File: src/rtl/branch_resolve_bht_if.sv
// ---------------------------------------------------------------------------
// branch_resolve_bht_if
// Purpose : Bundles the fetch lookup, execute resolve request and registered
//           resolve result of branch_resolve_bht into one interface.
// Signals :
//   lk_pc          fetch PC to look up           (master -> slave)
//   lk_taken       predicted taken for lk_pc     (slave  -> master)
//   rs_valid       resolve request valid         (master -> slave)
//   rs_pc          PC of the resolving branch    (master -> slave)
//   rs_f3          branch funct3                 (master -> slave)
//   rs_a / rs_b    rs1 / rs2 operands            (master -> slave)
//   rs_pred        prediction used at fetch      (master -> slave)
//   stall / flush  stage hold / kill             (master -> slave)
//   out_valid      registered result valid       (slave  -> master)
//   out_taken      resolved outcome              (slave  -> master)
//   out_mispredict outcome differs from rs_pred  (slave  -> master)
//   out_illegal    funct3 was 010/011            (slave  -> master)
// ---------------------------------------------------------------------------
interface branch_resolve_bht_if #(
  parameter int XLEN = 32
);
  logic [XLEN-1:0] lk_pc;
  logic            lk_taken;
  logic            rs_valid;
  logic [XLEN-1:0] rs_pc;
  logic [2:0]      rs_f3;
  logic [XLEN-1:0] rs_a;
  logic [XLEN-1:0] rs_b;
  logic            rs_pred;
  logic            stall;
  logic            flush;
  logic            out_valid;
  logic            out_taken;
  logic            out_mispredict;
  logic            out_illegal;

  modport master (
    output lk_pc, rs_valid, rs_pc, rs_f3, rs_a, rs_b, rs_pred, stall, flush,
    input  lk_taken, out_valid, out_taken, out_mispredict, out_illegal
  );

  modport slave (
    input  lk_pc, rs_valid, rs_pc, rs_f3, rs_a, rs_b, rs_pred, stall, flush,
    output lk_taken, out_valid, out_taken, out_mispredict, out_illegal
  );
endinterface

File: src/rtl/branch_resolve_bht.sv
// ---------------------------------------------------------------------------
// branch_resolve_bht
// Purpose : Resolves RV32 conditional branches from their operands, registers
//           the outcome with mispredict/illegal flags, and trains a table of
//           2-bit saturating counters that fetch reads as its prediction.
// Ports   :
//   clk  in  rising-edge clock
//   rst  in  asynchronous active-high reset (outputs and all counters)
//   bus  slave modport of branch_resolve_bht_if (lookup, resolve, result)
// Parameters:
//   XLEN      operand / PC width
//   IDX_BITS  table index width, 2**IDX_BITS counters indexed by pc[IDX_BITS+1:2]
//   CTR_INIT  reset value of every counter
// ---------------------------------------------------------------------------
module branch_resolve_bht #(
  parameter int XLEN     = 32,
  parameter int IDX_BITS = 4,
  parameter int CTR_INIT = 1
) (
  input logic                  clk,
  input logic                  rst,
  branch_resolve_bht_if.slave  bus
);
  localparam int         ENTRIES    = 1 << IDX_BITS;
  localparam logic [1:0] CTR_RST_VAL = 2'(CTR_INIT);

  logic [1:0]          r_bht [ENTRIES];
  logic                r_out_valid;
  logic                r_out_taken;
  logic                r_out_mispredict;
  logic                r_out_illegal;

  logic [IDX_BITS-1:0] w_lk_idx;
  logic [IDX_BITS-1:0] w_rs_idx;
  logic signed [XLEN-1:0] w_a_s;
  logic signed [XLEN-1:0] w_b_s;
  logic                w_eq;
  logic                w_lt_s;
  logic                w_lt_u;
  logic                w_taken;
  logic                w_illegal;
  logic                w_accept;

  function automatic logic [1:0] ctr_next(input logic [1:0] ctr, input logic taken);
    logic [1:0] nxt;
    nxt = ctr;
    if (taken && ctr != 2'd3)       nxt = ctr + 2'd1;
    else if (!taken && ctr != 2'd0) nxt = ctr - 2'd1;
    return nxt;
  endfunction

  // Word-aligned index; bits [1:0] and anything above the index are ignored.
  assign w_lk_idx = bus.lk_pc[IDX_BITS+1:2];
  assign w_rs_idx = bus.rs_pc[IDX_BITS+1:2];

  // Pure read of the pre-update state, so a same-cycle update to the same
  // entry only shows from the next cycle.
  assign bus.lk_taken = r_bht[w_lk_idx][1];

  assign w_a_s  = signed'(bus.rs_a);
  assign w_b_s  = signed'(bus.rs_b);
  assign w_eq   = (bus.rs_a == bus.rs_b);
  assign w_lt_s = (w_a_s < w_b_s);
  assign w_lt_u = (bus.rs_a < bus.rs_b);

  always_comb begin
    w_taken   = 1'b0;
    w_illegal = 1'b0;
    case (bus.rs_f3)
      3'b000:  w_taken = w_eq;
      3'b001:  w_taken = !w_eq;
      3'b100:  w_taken = w_lt_s;
      3'b101:  w_taken = !w_lt_s;
      3'b110:  w_taken = w_lt_u;
      3'b111:  w_taken = !w_lt_u;
      default: w_illegal = 1'b1;
    endcase
  end

  // A request only takes effect when neither flush nor stall holds the stage.
  assign w_accept = bus.rs_valid && !bus.flush && !bus.stall;

  // Result register stage
  always_ff @(posedge clk or posedge rst) begin
    if (rst) begin
      r_out_valid      <= 1'b0;
      r_out_taken      <= 1'b0;
      r_out_mispredict <= 1'b0;
      r_out_illegal    <= 1'b0;
    end else if (bus.flush) begin
      r_out_valid      <= 1'b0;
      r_out_taken      <= 1'b0;
      r_out_mispredict <= 1'b0;
      r_out_illegal    <= 1'b0;
    end else if (!bus.stall) begin
      if (bus.rs_valid) begin
        r_out_valid      <= 1'b1;
        r_out_taken      <= w_taken;
        r_out_mispredict <= w_taken ^ bus.rs_pred;
        r_out_illegal    <= w_illegal;
      end else begin
        // Idle cycle: only the qualifier drops, payload keeps its last value.
        r_out_valid <= 1'b0;
      end
    end
  end

  // Counter training stage
  always_ff @(posedge clk or posedge rst) begin
    if (rst) begin
      for (int i = 0; i < ENTRIES; i++) r_bht[i] <= CTR_RST_VAL;
    end else if (w_accept && !w_illegal) begin
      r_bht[w_rs_idx] <= ctr_next(r_bht[w_rs_idx], w_taken);
    end
  end

  assign bus.out_valid      = r_out_valid;
  assign bus.out_taken      = r_out_taken;
  assign bus.out_mispredict = r_out_mispredict;
  assign bus.out_illegal    = r_out_illegal;
endmodule

File: src/flat_wrapper.sv
// flat-port wrapper written by rule: the top's interface ports become plain ports
module branch_resolve_bht_flat 
#(
  parameter int XLEN     = 32,
  parameter int IDX_BITS = 4,
  parameter int CTR_INIT = 1
)
  (clk, rst, bus_lk_pc, bus_rs_valid, bus_rs_pc, bus_rs_f3, bus_rs_a, bus_rs_b, bus_rs_pred, bus_stall, bus_flush, bus_lk_taken, bus_out_valid, bus_out_taken, bus_out_mispredict, bus_out_illegal);
  branch_resolve_bht_if #(.XLEN(XLEN)) bus_i ();
  input logic clk;
  input logic rst;
  input wire logic [$bits(bus_i.lk_pc)-1:0] bus_lk_pc;
  input wire logic [$bits(bus_i.rs_valid)-1:0] bus_rs_valid;
  input wire logic [$bits(bus_i.rs_pc)-1:0] bus_rs_pc;
  input wire logic [$bits(bus_i.rs_f3)-1:0] bus_rs_f3;
  input wire logic [$bits(bus_i.rs_a)-1:0] bus_rs_a;
  input wire logic [$bits(bus_i.rs_b)-1:0] bus_rs_b;
  input wire logic [$bits(bus_i.rs_pred)-1:0] bus_rs_pred;
  input wire logic [$bits(bus_i.stall)-1:0] bus_stall;
  input wire logic [$bits(bus_i.flush)-1:0] bus_flush;
  output wire logic [$bits(bus_i.lk_taken)-1:0] bus_lk_taken;
  output wire logic [$bits(bus_i.out_valid)-1:0] bus_out_valid;
  output wire logic [$bits(bus_i.out_taken)-1:0] bus_out_taken;
  output wire logic [$bits(bus_i.out_mispredict)-1:0] bus_out_mispredict;
  output wire logic [$bits(bus_i.out_illegal)-1:0] bus_out_illegal;
  assign bus_i.lk_pc = bus_lk_pc;
  assign bus_i.rs_valid = bus_rs_valid;
  assign bus_i.rs_pc = bus_rs_pc;
  assign bus_i.rs_f3 = bus_rs_f3;
  assign bus_i.rs_a = bus_rs_a;
  assign bus_i.rs_b = bus_rs_b;
  assign bus_i.rs_pred = bus_rs_pred;
  assign bus_i.stall = bus_stall;
  assign bus_i.flush = bus_flush;
  assign bus_lk_taken = bus_i.lk_taken;
  assign bus_out_valid = bus_i.out_valid;
  assign bus_out_taken = bus_i.out_taken;
  assign bus_out_mispredict = bus_i.out_mispredict;
  assign bus_out_illegal = bus_i.out_illegal;
  branch_resolve_bht #(.XLEN(XLEN), .IDX_BITS(IDX_BITS), .CTR_INIT(CTR_INIT)) u_core (.clk(clk), .rst(rst), .bus(bus_i));
endmodule
File: config.mk
export PLATFORM = sky130hd
export DESIGN_NAME = branch_resolve_bht_flat
export DESIGN_NICKNAME = d
export VERILOG_FILES = /design/src/rtl/branch_resolve_bht_if.sv /design/src/rtl/branch_resolve_bht.sv /design/src/flat_wrapper.sv
export SDC_FILE = /design/constraint.sdc
export NUM_CORES = 1
export LEC_CHECK = 0
export BUFFER_PORTS_ARGS = -buffer_cell sky130_fd_sc_hd__buf_4
export CORE_ASPECT_RATIO = 1.25
export CORE_UTILIZATION = 50
export DETAILED_ROUTE_END_ITERATION = 7
export HOLD_SLACK_MARGIN = 0.08
export PLACE_DENSITY = 0.82
export SKIP_CTS_REPAIR_TIMING = 1
export SLEW_MARGIN = 0
export SYNTH_ARGS = -nofsm -noshare
export SYNTH_HDL_FRONTEND = slang
export SYNTH_SLANG_ARGS = --single-unit
export TNS_END_PERCENT = 10
File: constraint.sdc
create_clock -name clk -period 4 [get_ports clk]
set_input_delay 0.4 -clock clk [delete_from_list [all_inputs] [get_ports clk]]
set_output_delay 0.4 -clock clk [all_outputs]
set_load 0.005 [all_outputs]
### After elaboration in Yosys (flattened, before gate mapping)

Index checks and enable logic that the tools add are counted.

| cells by class | value |
|---|---|
| reduce and logical (&&, ||, !) cells | 17 |
| equal/unequal tests | 8 |
| multiplexer cells | 26 |
| bitwise operators | 3 |
| $lt $le $gt $ge | 5 |
| add/sub/neg operators | 2 |

Operators by type and width:

| kind | number |
|---|---|
| $lt A32 B32 Y1 | 2 |
| $bwmux W32 | 1 |
| $eq A32 B32 Y1 | 1 |
| $bmux W2 S4 | 2 |
| $mux W2 | 8 |
| $mux W1 | 13 |
| $eq A3 B3 Y1 const B | 4 |
| $ge A5 B5 Y1 const B | 2 |
| $not A4 Y5 | 2 |
| $demux W2 S4 | 1 |
| $logic_and A1 B1 Y1 | 6 |
| $logic_not A1 Y1 | 6 |
| $pmux W1 S6 | 1 |
| $reduce_or A6 Y1 | 1 |
| $lt A5 B1 Y1 const B | 1 |
| $reduce_bool A2 Y1 | 2 |
| $eq A3 B1 Y1 const B | 1 |
| $logic_not A3 Y1 | 1 |
| $add A2 B1 Y2 const B | 1 |
| $ne A2 B1 Y1 const B | 1 |
| $ne A2 B2 Y1 const B | 1 |
| $reduce_and A2 Y1 | 1 |
| $sub A2 B1 Y2 const B | 1 |
| $xor A1 B1 Y1 | 1 |

| storage, ports and cells | value |
|---|---|
| register bits after elaboration | 36 |
| word-level logic and storage cells | 81 |
| output and inout bits | 5 |
| input bits | 137 |

### Logic depth before layout (Yosys ltp)

| depth | value |
|---|---|
| word-level depth | 10 |
| mapped depth | 13 |
| gate-level depth less buffers | 10 |

### Worst setup path before layout

Ideal clock, no wire load.

| path | value |
|---|---|
| path kind | in2reg |
| from | input bus_rs_pc[3] |
| to | register u_core.r_bht[26] (netlist bit) |
| path slack | 0.796 ns |
| setup time | 0.060 ns |
| buffers on the path | 5 |
| stages | 13 |
| arrival | 3.143 ns |
| cells stage by stage | buf_1 > mux4_2 > mux4_2 > clkbuf_1 > clkbuf_1 > inv_1 > ha_1 > clkbuf_1 > buf_1 > nand4_1 > a211oi_1 > nor2_1 > nand2_1 |

| between the ends | value |
|---|---|
| longest elaborated chain between the ends | 10 |
| elaborated cells between the ends (all ways) | 19 |
| those cells by class | 2 x add/sub; 2 x order compare; 1 x eq/ne; 9 x mux; 1 x bitwise; 4 x reduce/logical |

RTL lines:

| item | line | text |
|---|---|---|
| start: declaration | flat_wrapper.sv:14 | `input wire logic [$bits(bus_i.rs_pc)-1:0] bus_rs_pc;` |
| $not A4 Y5 (implied by the code) (*) | branch_resolve_bht.sv:113 | `r_bht[w_rs_idx] <= ctr_next(r_bht[w_rs_idx], w_taken);` |
| parallel branches: the longest is 8 deep, another holds $sub A2 B1 Y2 | -- |  |
| $bwmux W32 (*) | branch_resolve_bht.sv:113 |  |
| end signal: indexed assignment | branch_resolve_bht.sv:113 |  |
| end: declaration | branch_resolve_bht.sv:27 | `logic [1:0] r_bht [ENTRIES];` |

Every way passes the cells marked *. The select of a mux whose other input is x is not followed.
A chain may end at the register's enable or synchronous reset.

### Final worst setup path

| path | value |
|---|---|
| from | input bus_rs_b[31] |
| to | register u_core.r_bht[20] (netlist bit) |

| between the ends | value |
|---|---|
| longest elaborated chain between the ends | 9 |
| elaborated cells between the ends (all ways) | 14 |
| those cells by class | 2 x order compare; 1 x eq/ne; 5 x mux; 6 x reduce/logical |

RTL lines:

| item | line | text |
|---|---|---|
| start: declaration | flat_wrapper.sv:17 | `input wire logic [$bits(bus_i.rs_b)-1:0] bus_rs_b;` |
| $lt A32 B32 Y1 (tied with other cells) | branch_resolve_bht.sv:64 | `assign w_lt_u = (bus.rs_a < bus.rs_b);` |
| $logic_not A1 Y1 (on tied branches) | branch_resolve_bht.sv:75, branch_resolve_bht.sv:71, branch_resolve_bht.sv:73 |  |
| $pmux W1 S6 (*) | branch_resolve_bht.sv:69 | `case (bus.rs_f3)` |
| $logic_not A1 Y1 | branch_resolve_bht.sv:48 | `else if (!taken && ctr != 2'd0) nxt = ctr - 2'd1;` |
| $logic_and A1 B1 Y1 | branch_resolve_bht.sv:48 |  |
| $mux W2 | branch_resolve_bht.sv:48 |  |
| $mux W2 (*) | branch_resolve_bht.sv:47 | `if (taken && ctr != 2'd3) nxt = ctr + 2'd1;` |
| $mux W2 (*) | branch_resolve_bht.sv:112 | `end else if (w_accept && !w_illegal) begin` |
| $bwmux W32 (*) | branch_resolve_bht.sv:113 |  |

Mark *: on every way between the ends. The rest lies on a longest branch, timed or not. The select of a mux whose other input is x is not followed.

==> flow_summary.yaml <==
layout:
  final_cell_mix: "buf_4, nand2_1, nand3_1, inv_1, ha_1"
  drive_gt1_share_pct: 29.9
  design_area_mm2: 0.00442
  mostFrequentLayoutCell: "buf_4"
  fin_nets: 679
  area_delta_synth_final_pct: 21.5
  diodes: 0
  nFillCells: 610
power:
  cellLeakagePower_uw: 0.00202
  peakVddDrop_v: 0.000197
  pwr_density_cell_mw_per_mm2: 244
  total_power_uw: 1080
timing:
  period_share_pct: 73.3
  worst_slack_ns: 1.07
  rsz0062_at_grt: "no"
  tightest_slew_ns: 0.801
  skew_ns: 0.00719
  tns_ns: 0
  hold_viol_final: 0
  slew_viol_final: 0
  fmax_mhz: 341
  post-route-min-period_ns: 2.93
  max_slew_margin_pct: 46.4
  finalSetupViolCount: 0
setup_path:
  cp_cell_sequence: "buf_4, inv_1, ha_1, nand4_1, nor4_2, a21oi_1, a31oi_1, o221ai_2, buf_4, nor2_1, a211oi_1, nand2_1"
  timing.critical_path.buf_inv: 3
  rr_endpoint: "u_core.r_bht[5]"
  critPathCaptureType: "register"
  cp-start-kind: "input port"
  required_ns: 4.24
  critical_path.startpoint: "bus_rs_b[31]"
  r2r-start: "u_core.r_bht[17]"
  reg2reg_depth: 8
  crit_family: "simple AND/OR/NAND/NOR gates"
  cp.arrival_ns: 3.17
  crit_top_cell: "buf_4"
  r2r_slack_ns: 1.13
  crit_end: "u_core.r_bht[20]"
  critPathMaxFanout: 33
  cp.depth: 12
  slowest_stage: "nor2_1"
  critical_path_class: "in -> reg"
  cp_slowest_stage_delay_ns: 0.66
synth:
  synth_seq_cells: 36
  syn_nets: 607
  seq_area_frac_synth_pct: 25.3
  syn-mean-instance-area_um2: 8.35
  synth_edf_count: 0
  ys_warn_count: 0
  synth_cells: 436
  synth.distinct_cells: 45
  yosysTopAreaCell: "dfrtp_1"
  synth_top_area_share_pct: 13.7
  syn_area_mm2: 0.00364
  ys_top_cells_by_area: "dfrtp_1, ha_1, dfstp_2, mux4_2, mux2_2"
  async_flop_share_pct: 100
  synthFlopType: "dfrtp_1"
drt:
  ant_nets: 0
  drc: 0
  drt_iter0_markers: 452
  route.vias.total: 3758
  drt-total-wl_um: 9690
  wl_per_cell_um: 16.2
  via_per_inst: 6.27
  firstDrtPassIters: 5
placed_design:
  place_hpwl_um: 7390
  pre_cts_slack_ns: 0.767
  place_congestion: 0.863
  io_buffers: 85
  dpl-instance-area_mm2: 0.00434
clock_tree:
  cts_tree: "done"
  numCtsBuffers: 5
  h-tree-depth: 2
  cts.path.max_buffers: 2
  cts.sinks: 36
  root_buffer: "clkbuf_8"
  clkTransAtPathRegs_ns: 0.08
  clk_latency_ns: 0.30
run_status:
  status: "finished clean"
floorplan:
  initial_core_util_pct: 51.9
  rows: 34
  die_x_um: 78.3
  io_pins: 142
  core_mm2: 0.00702
  die_h_um: 97.4
  die-area_mm2: 0.00763
global_route:
  grt_overflow: 0
  grt_usage_pct: 27.2
  grt_pass1_wl_um: 16500
  grt_pass1_vias: 3685
  antenna_found_initial: 0
  grt_max_degree: 65
run:
  maxCapViolCount: 0
worst_hold_path:
  worstHoldPathType: "in -> async"
-- worst min-delay path by stage --
| stage | slack, ns | endpoint | from |
|---|---|---|---|
| after floorplan | 0.43 | u_core.r_bht[10] | u_core.r_bht[10] |
| after global placement | 0.44 | u_core.r_bht[0] | u_core.r_bht[0] |
| after detailed placement | 0.45 | u_core.r_bht[28] | u_core.r_bht[28] |
| after CTS | 0.22 | u_core.r_bht[7] | rst |
| after global routing | 0.24 | u_core.r_bht[7] | rst |
| final | 0.21 | u_core.r_bht[7] | rst |
-- Yosys cell counts, drive strengths merged, types with 14 or more instances --
cell,count
a21oi,16
dfstp,16
dfrtp,20
mux2,18
nand3,37
nand2,53
mux4,14
clkbuf,18
inv,36
a2bb2oi,16
or3,24
nor3,22
nor2,25
a211oi,18
ha,34
-- cell families (layout without fill, tap and decap cells) --
kind of cell / count (synthesis) / in the layout / share of synthesized area, %
AO/OA/AOI/OAI: 69 / 69 / 13.8
adder cells (fa/ha/maj): 34 / 34 / 11.7
AND/OR/NAND/NOR: 199 / 199 / 27.2
buffers and inverters: 63 / 136 / 6.87
multiplexers: 33 / 33 / 14.6
flip-flops: 36 / 36 / 25.3
XOR/XNOR: 2 / 2 / 0.481
-- layout make-up --
type                    count  area, µm²  share of cell area, %
clock inverters             3       18.8                  0.424
multi-input cells         337       2480                   56.0
inverters                  36        135                   3.05
well taps                  90        113                   2.55
repair buffers             92        691                   15.6
clock buffers               5       68.8                   1.56
flip-flops and latches     36        921                   20.8
-- metal layers --
| metal | GRT usage [%] | part of all wire, % | wire length [µm] | vias to the layer above |
|---|---|---|---|---|
| met4 | 12.5 | 3.4 | 325 | 0 |
| met3 | 5.92 | 7.6 | 735 | 35 |
| met5 | 0 | 0 | 0 | - |
| met2 | 46.2 | 51 | 4910 | 202 |
| li1 | - | - | - | 1744 |
| met1 | 32.3 | 38 | 3710 | 1777 |
-- worst register-to-register path: stages (launching register included) --
cell and delay (ns):
dfrtp_1 0.39, mux4_2 0.47, mux2_2 0.28, a21oi_1 0.31
ha_1 0.33, mux2_2 0.28, nand2_1 0.07, o211ai_2 0.25
mux2_2 0.37
-- through the flow --
step / utilization (%) / cells / hold WS [ns]
after floorplan: - / 436 / 0.433
after global placement: 61.8 / 591 / 0.440
after detailed placement: 61.8 / 591 / 0.446
after CTS: 63.0 / 599 / 0.224
after global routing: 63.0 / 599 / 0.239
final: 63.0 / 599 / 0.211
-- registers in the layout, summed over array words and instances (netlist names) --
name / flops
u_core.bus.out_valid: 1
u_core.bus.out_illegal: 1
u_core.r_bht: 32
u_core.bus.out_mispredict: 1
u_core.bus.out_taken: 1
-- report_power, final --
group | switching (µW) | leakage (µW) | internal (µW)
clock | 146 | 0.0000479 | 121
combinational | 209 | 0.00153 | 168
sequential | 19.9 | 0.000443 | 415
total | 375 | 0.00202 | 705
(Power assumes the default switching activity.)
